==> src/rtl/deserializer_rx_pkg.sv <==
// Shared definitions for the serial receive path: FSM state encoding and
// the bit-counter width used by both the serializer and the deserializer.
package deserializer_rx_pkg;

    typedef enum logic [1:0] {
        IDLE  = 2'd0,
        SHIFT = 2'd1,
        FULL  = 2'd2,
        ERR   = 2'd3
    } rx_state_t;

    localparam int MSG_SIZE_DEF = 64;
    localparam int CNT_W        = $clog2(MSG_SIZE_DEF) + 1;

    // Counter must be able to hold the value MSG_SIZE itself, hence the +1.
    function automatic int cnt_width(input int msg_size);
        return $clog2(msg_size) + 1;
    endfunction

endpackage

==> src/rtl/deserializer_rx.sv <==
// MSB-first serial word receiver: shifts one bit per enabled clock while the
// sender's flag is high, reports completion, short frames and overruns.
module deserializer_rx
    import deserializer_rx_pkg::*;
#(
    parameter int MSG_SIZE = 64
) (
    input  logic                             clk,
    input  logic                             rst_n,
    input  logic                             ena,
    input  logic                             iData_in,
    input  logic                             iData_flag,
    input  logic                             iClear,
    output logic [MSG_SIZE-1:0]              oData_out,
    output logic [cnt_width(MSG_SIZE)-1:0]   oCounter,
    output logic                             oDone,
    output logic                             oShort_err,
    output logic                             oOverrun
);

    localparam int CW = cnt_width(MSG_SIZE);

    rx_state_t         state_q, state_d;
    logic [MSG_SIZE-1:0] data_q, data_d;
    logic [CW-1:0]     cnt_q, cnt_d;
    logic              done_q, done_d;
    logic              short_q, short_d;
    logic              ovr_q, ovr_d;

    always_ff @(posedge clk) begin
        if (!rst_n) begin
            state_q <= IDLE;
            data_q  <= '0;
            cnt_q   <= '0;
            done_q  <= 1'b0;
            short_q <= 1'b0;
            ovr_q   <= 1'b0;
        end else begin
            state_q <= state_d;
            data_q  <= data_d;
            cnt_q   <= cnt_d;
            done_q  <= done_d;
            short_q <= short_d;
            ovr_q   <= ovr_d;
        end
    end

    // iClear outranks the enable so a stalled consumer can still recycle the block.
    always_comb begin
        state_d = state_q;
        data_d  = data_q;
        cnt_d   = cnt_q;
        done_d  = done_q;
        short_d = short_q;
        ovr_d   = ovr_q;

        if (iClear) begin
            state_d = IDLE;
            data_d  = '0;
            cnt_d   = '0;
            done_d  = 1'b0;
            short_d = 1'b0;
            ovr_d   = 1'b0;
        end else if (ena) begin
            case (state_q)
                IDLE: begin
                    if (iData_flag) begin
                        data_d  = {data_q[MSG_SIZE-2:0], iData_in};
                        cnt_d   = CW'(1);
                        state_d = SHIFT;
                    end
                end
                SHIFT: begin
                    if (iData_flag) begin
                        data_d = {data_q[MSG_SIZE-2:0], iData_in};
                        cnt_d  = cnt_q + CW'(1);
                        if (cnt_q + CW'(1) == CW'(MSG_SIZE)) begin
                            state_d = FULL;
                            done_d  = 1'b1;
                        end
                    end else begin
                        state_d = ERR;
                        short_d = 1'b1;
                    end
                end
                FULL: begin
                    if (iData_flag) begin
                        ovr_d = 1'b1;
                    end
                end
                default: begin
                end
            endcase
        end
    end

    assign oData_out  = data_q;
    assign oCounter   = cnt_q;
    assign oDone      = done_q;
    assign oShort_err = short_q;
    assign oOverrun   = ovr_q;

endmodule

==> config.mk <==
export PLATFORM = sky130hd
export DESIGN_NAME = deserializer_rx
export DESIGN_NICKNAME = d
export VERILOG_FILES = /design/src/rtl/deserializer_rx_pkg.sv /design/src/rtl/deserializer_rx.sv
export SDC_FILE = /design/constraint.sdc
export NUM_CORES = 1
export LEC_CHECK = 0
export ABC_AREA = 1
export BUFFER_PORTS_ARGS = -buffer_cell sky130_fd_sc_hd__buf_2
export CAP_MARGIN = 20
export CORE_MARGIN = 2
export CORE_UTILIZATION = 51
export CTS_CLUSTER_SIZE = 8
export DETAILED_ROUTE_END_ITERATION = 8
export PLACE_DENSITY = 0.75
export SLEW_MARGIN = 20
export SYNTH_ARGS = -nofsm -noshare
export SYNTH_HDL_FRONTEND = slang
export SYNTH_SLANG_ARGS = --single-unit
==> constraint.sdc <==
create_clock -name clk -period 1.4 [get_ports clk]
set_input_delay 0 -clock clk [delete_from_list [all_inputs] [get_ports clk]]
set_output_delay 0 -clock clk [all_outputs]
set_load 0.05 [all_outputs]
# Word level (Yosys, flattened, before mapping)
# Index checks and enable logic that the tools add are counted.
[word_totals]
register_bits = 76
inputBits = 6
out_inout_bits = 74
[op_classes]
addsub = 1
n_eq_ne = 6
muxes = 7
bitwise_logic = 2
reduce_logical = 10
[op_table]
columns = ["op", "n"]
rows = [
  ["$mux 7", 2],
  ["$pmux 7 s2", 1],
  ["$reduce_and 4->1", 3],
  ["$reduce_and 3->1", 3],
  ["$add 7x1->7 const B", 1],
  ["$eq 7x7->1 const B", 1],
  ["$mux 2", 3],
  ["$ne 2x2->1 const B", 2],
  ["$pmux 2 s2", 1],
  ["$reduce_or 2->1", 2],
  ["$ne 3x3->1 const B", 1],
  ["$eq 2x1->1 const B", 1],
  ["$eq 2x2->1 const B", 1],
  ["$logic_not 2->1", 1],
  ["$not 1->1", 2],
  ["$reduce_bool 2->1", 1],
]

# Depth between registers and ports, before layout
# Gate-level depths: netlist (run 1).
[depth]
word_depth = 5
mapped_depth = 10
depth_no_buf = 10

# Worst setup path after synthesis (run 1)
# No wires, ideal clock.
[synth_path]
path_kind = "reg2reg"
from = "register cnt_q[0] (netlist: oCounter[0])"
to = "register state_q[0]"
setup_ns = 0.109
arrival_ns = 1.563
required_time_ns = 1.291
setup_slack_ns = -0.272
stages_incl_launch_ff = 9
synth_period_minus_slack_ns = 1.672
path_cell_list = "dfxtp_1 > ha_1 > nand2_1 > o21ai_1 > nand2_1 > nor2_2 > nand3_2 > nand2_1 > inv_1"
[synth_via]
elab_chain_cells = 4
[synth_rtl]
columns = ["item", "line", "source"]
rows = [
  ["start: declaration", "deserializer_rx.sv:25", "logic [CW-1:0] cnt_q, cnt_d;"],
  ["start signal: assignment", "deserializer_rx.sv:41", "cnt_q <= cnt_d;"],
  ["$add 7x1->7", "deserializer_rx.sv:77", "if (cnt_q + CW'(1) == CW'(MSG_SIZE)) begin"],
  ["$eq 7x7->1", "deserializer_rx.sv:77", ""],
  ["$ne 3x3->1 (no line)", "-", ""],
  ["$reduce_and 4->1 (no line)", "-", ""],
  ["end signal: assignment", "deserializer_rx.sv:39", "state_q <= state_d;"],
  ["end: declaration", "deserializer_rx.sv:23", "rx_state_t state_q, state_d;"],
]
# No other way between the ends.
# A chain may end at the register's enable or synchronous reset.

# Worst setup path in the final report (run 1)
# Same ends and word-level chain as after synthesis.

==> metrics.md, run 1 <==
| Metric | Value |
|---|---|
| Layout cells sized above 1 | 27.0% |
| Pwr dens | 1250 nW/um2 |
| Setup Total Neg Slack | 0 ns |
| Grt ovf | 0 |
| DRC errors left | 0 |
| Largest net degree at the start of global routing | 39 |
| CTS buffer count | 9 |
| Tcrit/Tclk final | 88.8% |
| Max frequency | 0.804 GHz |
| Hold Path Class | primary input to register |
| Placed cell count | 505 |
| Clk_lat worst skew | 0.34 ns |
| TritonRoute pass-1 iters | 4 |
| Unrepaired setup endpoints after global routing | false |
| CTS Sinks | 76 |
| Pre-CTS WS | 0.0286 ns |
| Yosys cell types | 26 |
| Fin crit period | 1.24 ns |
| Post-Syn Nets | 373 |
| Gate Count Post-Synth | 366 |
| Die area | 6160 um2 |
| DR WL/cell | 11.9 um |
| Critical-path maximum fanout | 5 |
| Worst Max-Slew Pin Slew | 0.326 ns |
| CP required | 1.65 ns |
| Diodes inserted | 0 |
| RePlAce Congestion | 0.838 |
| Final worst slack | 0.156 ns |
| FF-to-FF setup slack | 0.16 ns |
| Via count | 2628 |
| Layout Skew | 0.00669 ns |
| Rows | 27 |
| IO buf count | 79 |
| Fin nets | 454 |
| Max_slew headroom | 78.1% |
| Final setup vio count | 0 |
| Final Hold Fails | 0 |
| Final non-filler cell total | 524 |
| Tot GR Track Use | 22.1% |
| Sequential element share of the synthesized area | 53.8% |
| Most common cell after layout, fill and taps aside | nor2_1 |
| Leading area contributor after synthesis | dfxtp_1 |
| Final wirelength | 6250 um |
| Initial antenna violation count | 0 |
| H-tree Lvls | 3 |
| Post-DRT Antenna Nets | 0 |
| CP endpoint kind | register |
| Die X | 78.5 um |
| Initial core utilization | 52.0% |
| Synthesized cell area | 2830 um2 |
| Area grow syn2layout | 24.8% |
| Ports | 80 |
| Post-detail-place hpwl | 4120 um |
| Mapped Avg Cell Area | 7.73 um2 |
| Worst vdd ir | 0.759 mV |
| Critical Path Start Type | register |
| Core area | 5440 um2 |
| Drt via density | 5.02 |
| Leakage | 1.80 nW |
| FF+latch count, synth | 76 |
| Post-synth top area share | 53.8% |
| Die Ht | 78.5 um |
| Final Util | 65.0% |
| Max-cap violations | 0 |
| Iteration-0 DRC Markers | 120 |
| Dominant cells by area after synthesis | dfxtp_1 54%, nor2_1 18%, o21ai_0 8.5% |
| Synth Warn # | 0 |
| Most frequent cells in the layout | 133 x nor2_1, 79 x buf_2, 70 x dfxtp_1 |
| Deepest clock path buffer count | 2 |
| First-pass GRT wire length | 10800 um |
| Status | completed |
| Slew Viols, Final | 0 |
| CTS tree | built |
| Vias in the first global route | 2464 |
| Crit path kind | register to register |
| Arrival time worst endpoint | 1.49 ns |
| Clock Pin Slew Worst Setup and Hold Paths | 0.08 ns |
| Clock root cell | clkbuf_8 |
## worst max-delay path, cell delays in order, from the launching register on
cell	delay, ns
dfxtp_4	0.37
ha_4	0.17
nand2_2	0.08
inv_1	0.06
nand3b_1	0.08
nand2_1	0.08
nor2_2	0.12
nand3_2	0.10
nand2_1	0.07
inv_1	0.03
## final cells by class
cell class                      instances  area (um2)
Inverter                               13        48.8
Fill cell                             498        1910
Clock inverter                          4        48.8
Multi-Input combinational cell        256        1150
Sequential cell                        76        1530
Timing Repair Buffer                   91         515
Clock buffer                           12         145
Tap cell                               72        90.1
## Yosys cell counts
cell        n
nand2_2     1
a211oi_1    1
nor3_1      2
buf_6       4
nor2_2      3
nand3_1     5
nand3_2     2
nor2_4      2
o21ai_0    48
clkbuf_1    4
inv_1      11
a21oi_2     1
o21bai_2    1
nand3b_1    1
o21ai_1    20
clkinv_1    1
buf_4       2
clkbuf_2    1
a21oi_1     8
buf_2       9
ha_1        1
buf_1       1
nand2_1    27
inv_2       1
dfxtp_1    76
nor2_1    133
## power breakdown
group          internal, W  switching [W]
Clock             0.000871       0.000769
Sequential         0.00222      0.0000431
Combinational     0.000123       0.000386
## sequential cells by signal, summed over array words and instances, names as in the netlist
register / cells
oCounter: 7
oData_out: 64
oDone: 1
oOverrun: 1
oShort_err: 1
state_q: 2
## metal layers
layer	track usage (%)	wire, um
met1	26.2	2810
met4	12.5	185
met3	5.86	383
met2	36.1	2870
met5	0	0
## worst paths after layout
kind / from / to / depth (start not counted)
hold reg to reg: oDone / oDone / 2
setup reg to reg: oCounter[0] / state_q[0] / 9
hold / removal: iClear / oDone / 4
setup / recovery: oCounter[0] / state_q[0] / 9
## per-stage QoR
stage / total power (W) / hold slack (ns) / instance area, um2
2_1_floorplan: 0.00270 / 0.135 / 2840
3_3_place_gp: 0.00281 / 0.222 / 3300
3_5_place_dp: 0.00281 / 0.239 / 3300
4_1_cts: 0.00446 / 0.0694 / 3510
5_1_grt: 0.00460 / 0.104 / 3530
6_report: 0.00441 / 0.0882 / 3530
## cells by family after synthesis
group / share of synthesized area (%)
and+or+nand+nor: 25.1
AOI/OAI and AO/OA: 14.4
DFF: 53.8
buffers and inverters: 6.28
adders and majority gates: 0.442
## timing repair
action	4_1_cts	5_1_grt
endpoints found under the setup margin	0	3
hold buffers	2	0
hold endpoints to repair	2	0
gates resized for setup	0	3
buffers inserted	0	1
No activity file was read; power rests on OpenSTA's default activity.
==> run 2, diff against run 1 <==
Settings changed: CELL_PAD_IN_SITES_DETAIL_PLACEMENT set to 2, CELL_PAD_IN_SITES_GLOBAL_PLACEMENT set to 2, CORE_MARGIN 2 to unset, CORE_UTILIZATION 51 to 28, PLACE_DENSITY 0.75 to 0.74, TNS_END_PERCENT set to 10.
==> run 2 against run 1 <==
Sequential cell count unchanged; utilization fell by 27 points; die area grew 71%; clock skew up 0.0056 ns; cell count is 11% higher; total power grew 11%; register-to-register slack worse by 0.06 ns; critical path depth is 1 lower; critical path type unchanged; via count is 4.5% higher; global-route usage fell by 5.1 points; clock power rose by 29%.
==> metrics.md, run 2 (synthesized netlist as in run 1, its figures left out) <==
| Metric | Value |
|---|---|
| Worst Max-Slew Pin Slew | 0.301 ns |
| Setup Total Neg Slack | 0 ns |
| CTS Sinks | 76 |
| R2R Path Start | oCounter[0] |
| CTS tree | built |
| Drt via density | 4.71 |
| DRC errors left | 0 |
| Initial core utilization | 29.0% |
| Most common cell after layout, fill and taps aside | nor2_1 |
| Layout cells sized above 1 | 26.7% |
| Largest net degree at the start of global routing | 65 |
| Die X | 103 um |
| Layout Skew | 0.0123 ns |
| TritonRoute pass-1 iters | 3 |
| Clock Pin Slew Worst Setup and Hold Paths | 0.08 ns |
| Deepest clock path buffer count | 2 |
| Max frequency | 0.765 GHz |
| Grt ovf | 0 |
| CTS buffer count | 9 |
| Worst vdd ir | 0.404 mV |
| Met2 Use GR | 27.9% |
| Fin nets | 452 |
| Ports | 80 |
| Final setup vio count | 0 |
| Leakage | 1.83 nW |
| Iteration-0 DRC Markers | 50 |
| Area grow syn2layout | 29.4% |
| Diodes inserted | 0 |
| Hold path startpoint | rst_n |
| Final wirelength | 8460 um |
| Vias in the first global route | 2848 |
| Area of the multi-input gates | 1160 um2 |
| Final Hold Fails | 0 |
| Die Ht | 103 um |
| Post-detail-place hpwl | 5570 um |
| Slew Viols, Final | 0 |
| Max_slew headroom | 79.9% |
| Crit path kind | register to register |
| Post-DRT Antenna Nets | 0 |
| Hold Path Class | primary input to register |
| Rows | 36 |
| Met1 GRT Util | 20.0% |
| IO buf count | 79 |
| Status | completed |
| H-tree Lvls | 3 |
| Die area | 10500 um2 |
| CP endpoint kind | register |
| First-pass GRT wire length | 13700 um |
| Initial antenna violation count | 0 |
| Core area | 9770 um2 |
| Most frequent cells in the layout | 133 x nor2_1, 79 x buf_2, 70 x dfxtp_1 |
| Pwr dens | 1340 nW/um2 |
| Pre-CTS WS | -0.0490 ns |
| DR WL/cell | 14.5 um |
| Max-cap violations | 0 |
| Critical-path maximum fanout | 5 |
| CP Launch Point | oCounter[0] |
| Fin crit period | 1.31 ns |
| Met3 Use GR | 5.63% |
| Arrival time worst endpoint | 1.57 ns |
| Clk_lat worst skew | 0.36 ns |
| Fin area | 3660 um2 |
| Final worst slack | 0.0927 ns |
| Register Area | 1530 um2 |
| RePlAce Congestion | 0.711 |
| Clock root cell | clkbuf_8 |
| Tot GR Track Use | 17.0% |
| Max reg flops | 64 |
| CP required | 1.67 ns |
| Setup repair bufs after CTS | 0 |
| Placed inst area | 3360 um2 |
| Via count | 2745 |
| Fillers | 1181 |
| Tcrit/Tclk final | 93.4% |
| Critical Path Start Type | register |
| Most Used Layer, Global Route | met2 |
run 2: worst paths after layout:
| kind | slack (ns) | cells after the start | end |
|---|---|---|---|
| max | 0.09 | 8 | state_q[0] |
| min | 0.06 | 5 | oData_out[55] |
| max reg2reg | 0.09 | 8 | state_q[0] |
| min reg2reg | 0.48 | 1 | oCounter[0] |
run 2: final cells by class:
type	instances	share of cell area (%)
tap	133	4.54
clock buffer	12	4.23
timing repair buffer	89	13.7
clock inverter	4	2.60
sequential	76	41.9
multi-input combinational	256	31.7
inverter	13	1.33
run 2: through the flow:
| stage | util, % | power [W] | std cells | hold WS (ns) |
|---|---|---|---|---|
| final | 37.5 | 0.00489 | 583 | 0.0568 |
| after global routing | 37.5 | 0.00511 | 583 | 0.103 |
| after CTS | 37.3 | 0.00499 | 583 | 0.0519 |
| after detailed placement | 34.4 | 0.00284 | 564 | 0.242 |
| after global placement | 34.4 | 0.00282 | 564 | 0.230 |
| after floorplan | - | 0.00270 | 366 | 0.135 |
run 2: power breakdown:
| part | switching (W) | internal, W |
|---|---|---|
| clock | 0.000827 | 0.00128 |
| sequential | 0.0000452 | 0.00222 |
| combinational | 0.000400 | 0.000121 |
| total | 0.00127 | 0.00362 |
run 2: critical path, cell delays in order, from the launching register on:
cell     delay (ns)
dfxtp_4        0.38
ha_4           0.16
nand2_4        0.07
o21ai_1        0.15
nand2_1        0.10
nor2_2         0.15
nand3_2        0.10
nand2_1        0.07
inv_1          0.04
run 2: timing repair:
action,in CTS,in global routing
gates resized for setup,1,4
endpoints found under the hold margin,9,0
hold buffers,3,0
pin swaps,3,2
endpoints found under the setup margin,3,3
run 2: routing by layer:
| metal | part of all wire [%] | up-vias |
|---|---|---|
| li1 | - | 1329 |
| met2 | 46 | 63 |
| met5 | 0 | - |
| met1 | 45 | 1340 |
| met4 | 2.1 | 0 |
| met3 | 6.2 | 13 |
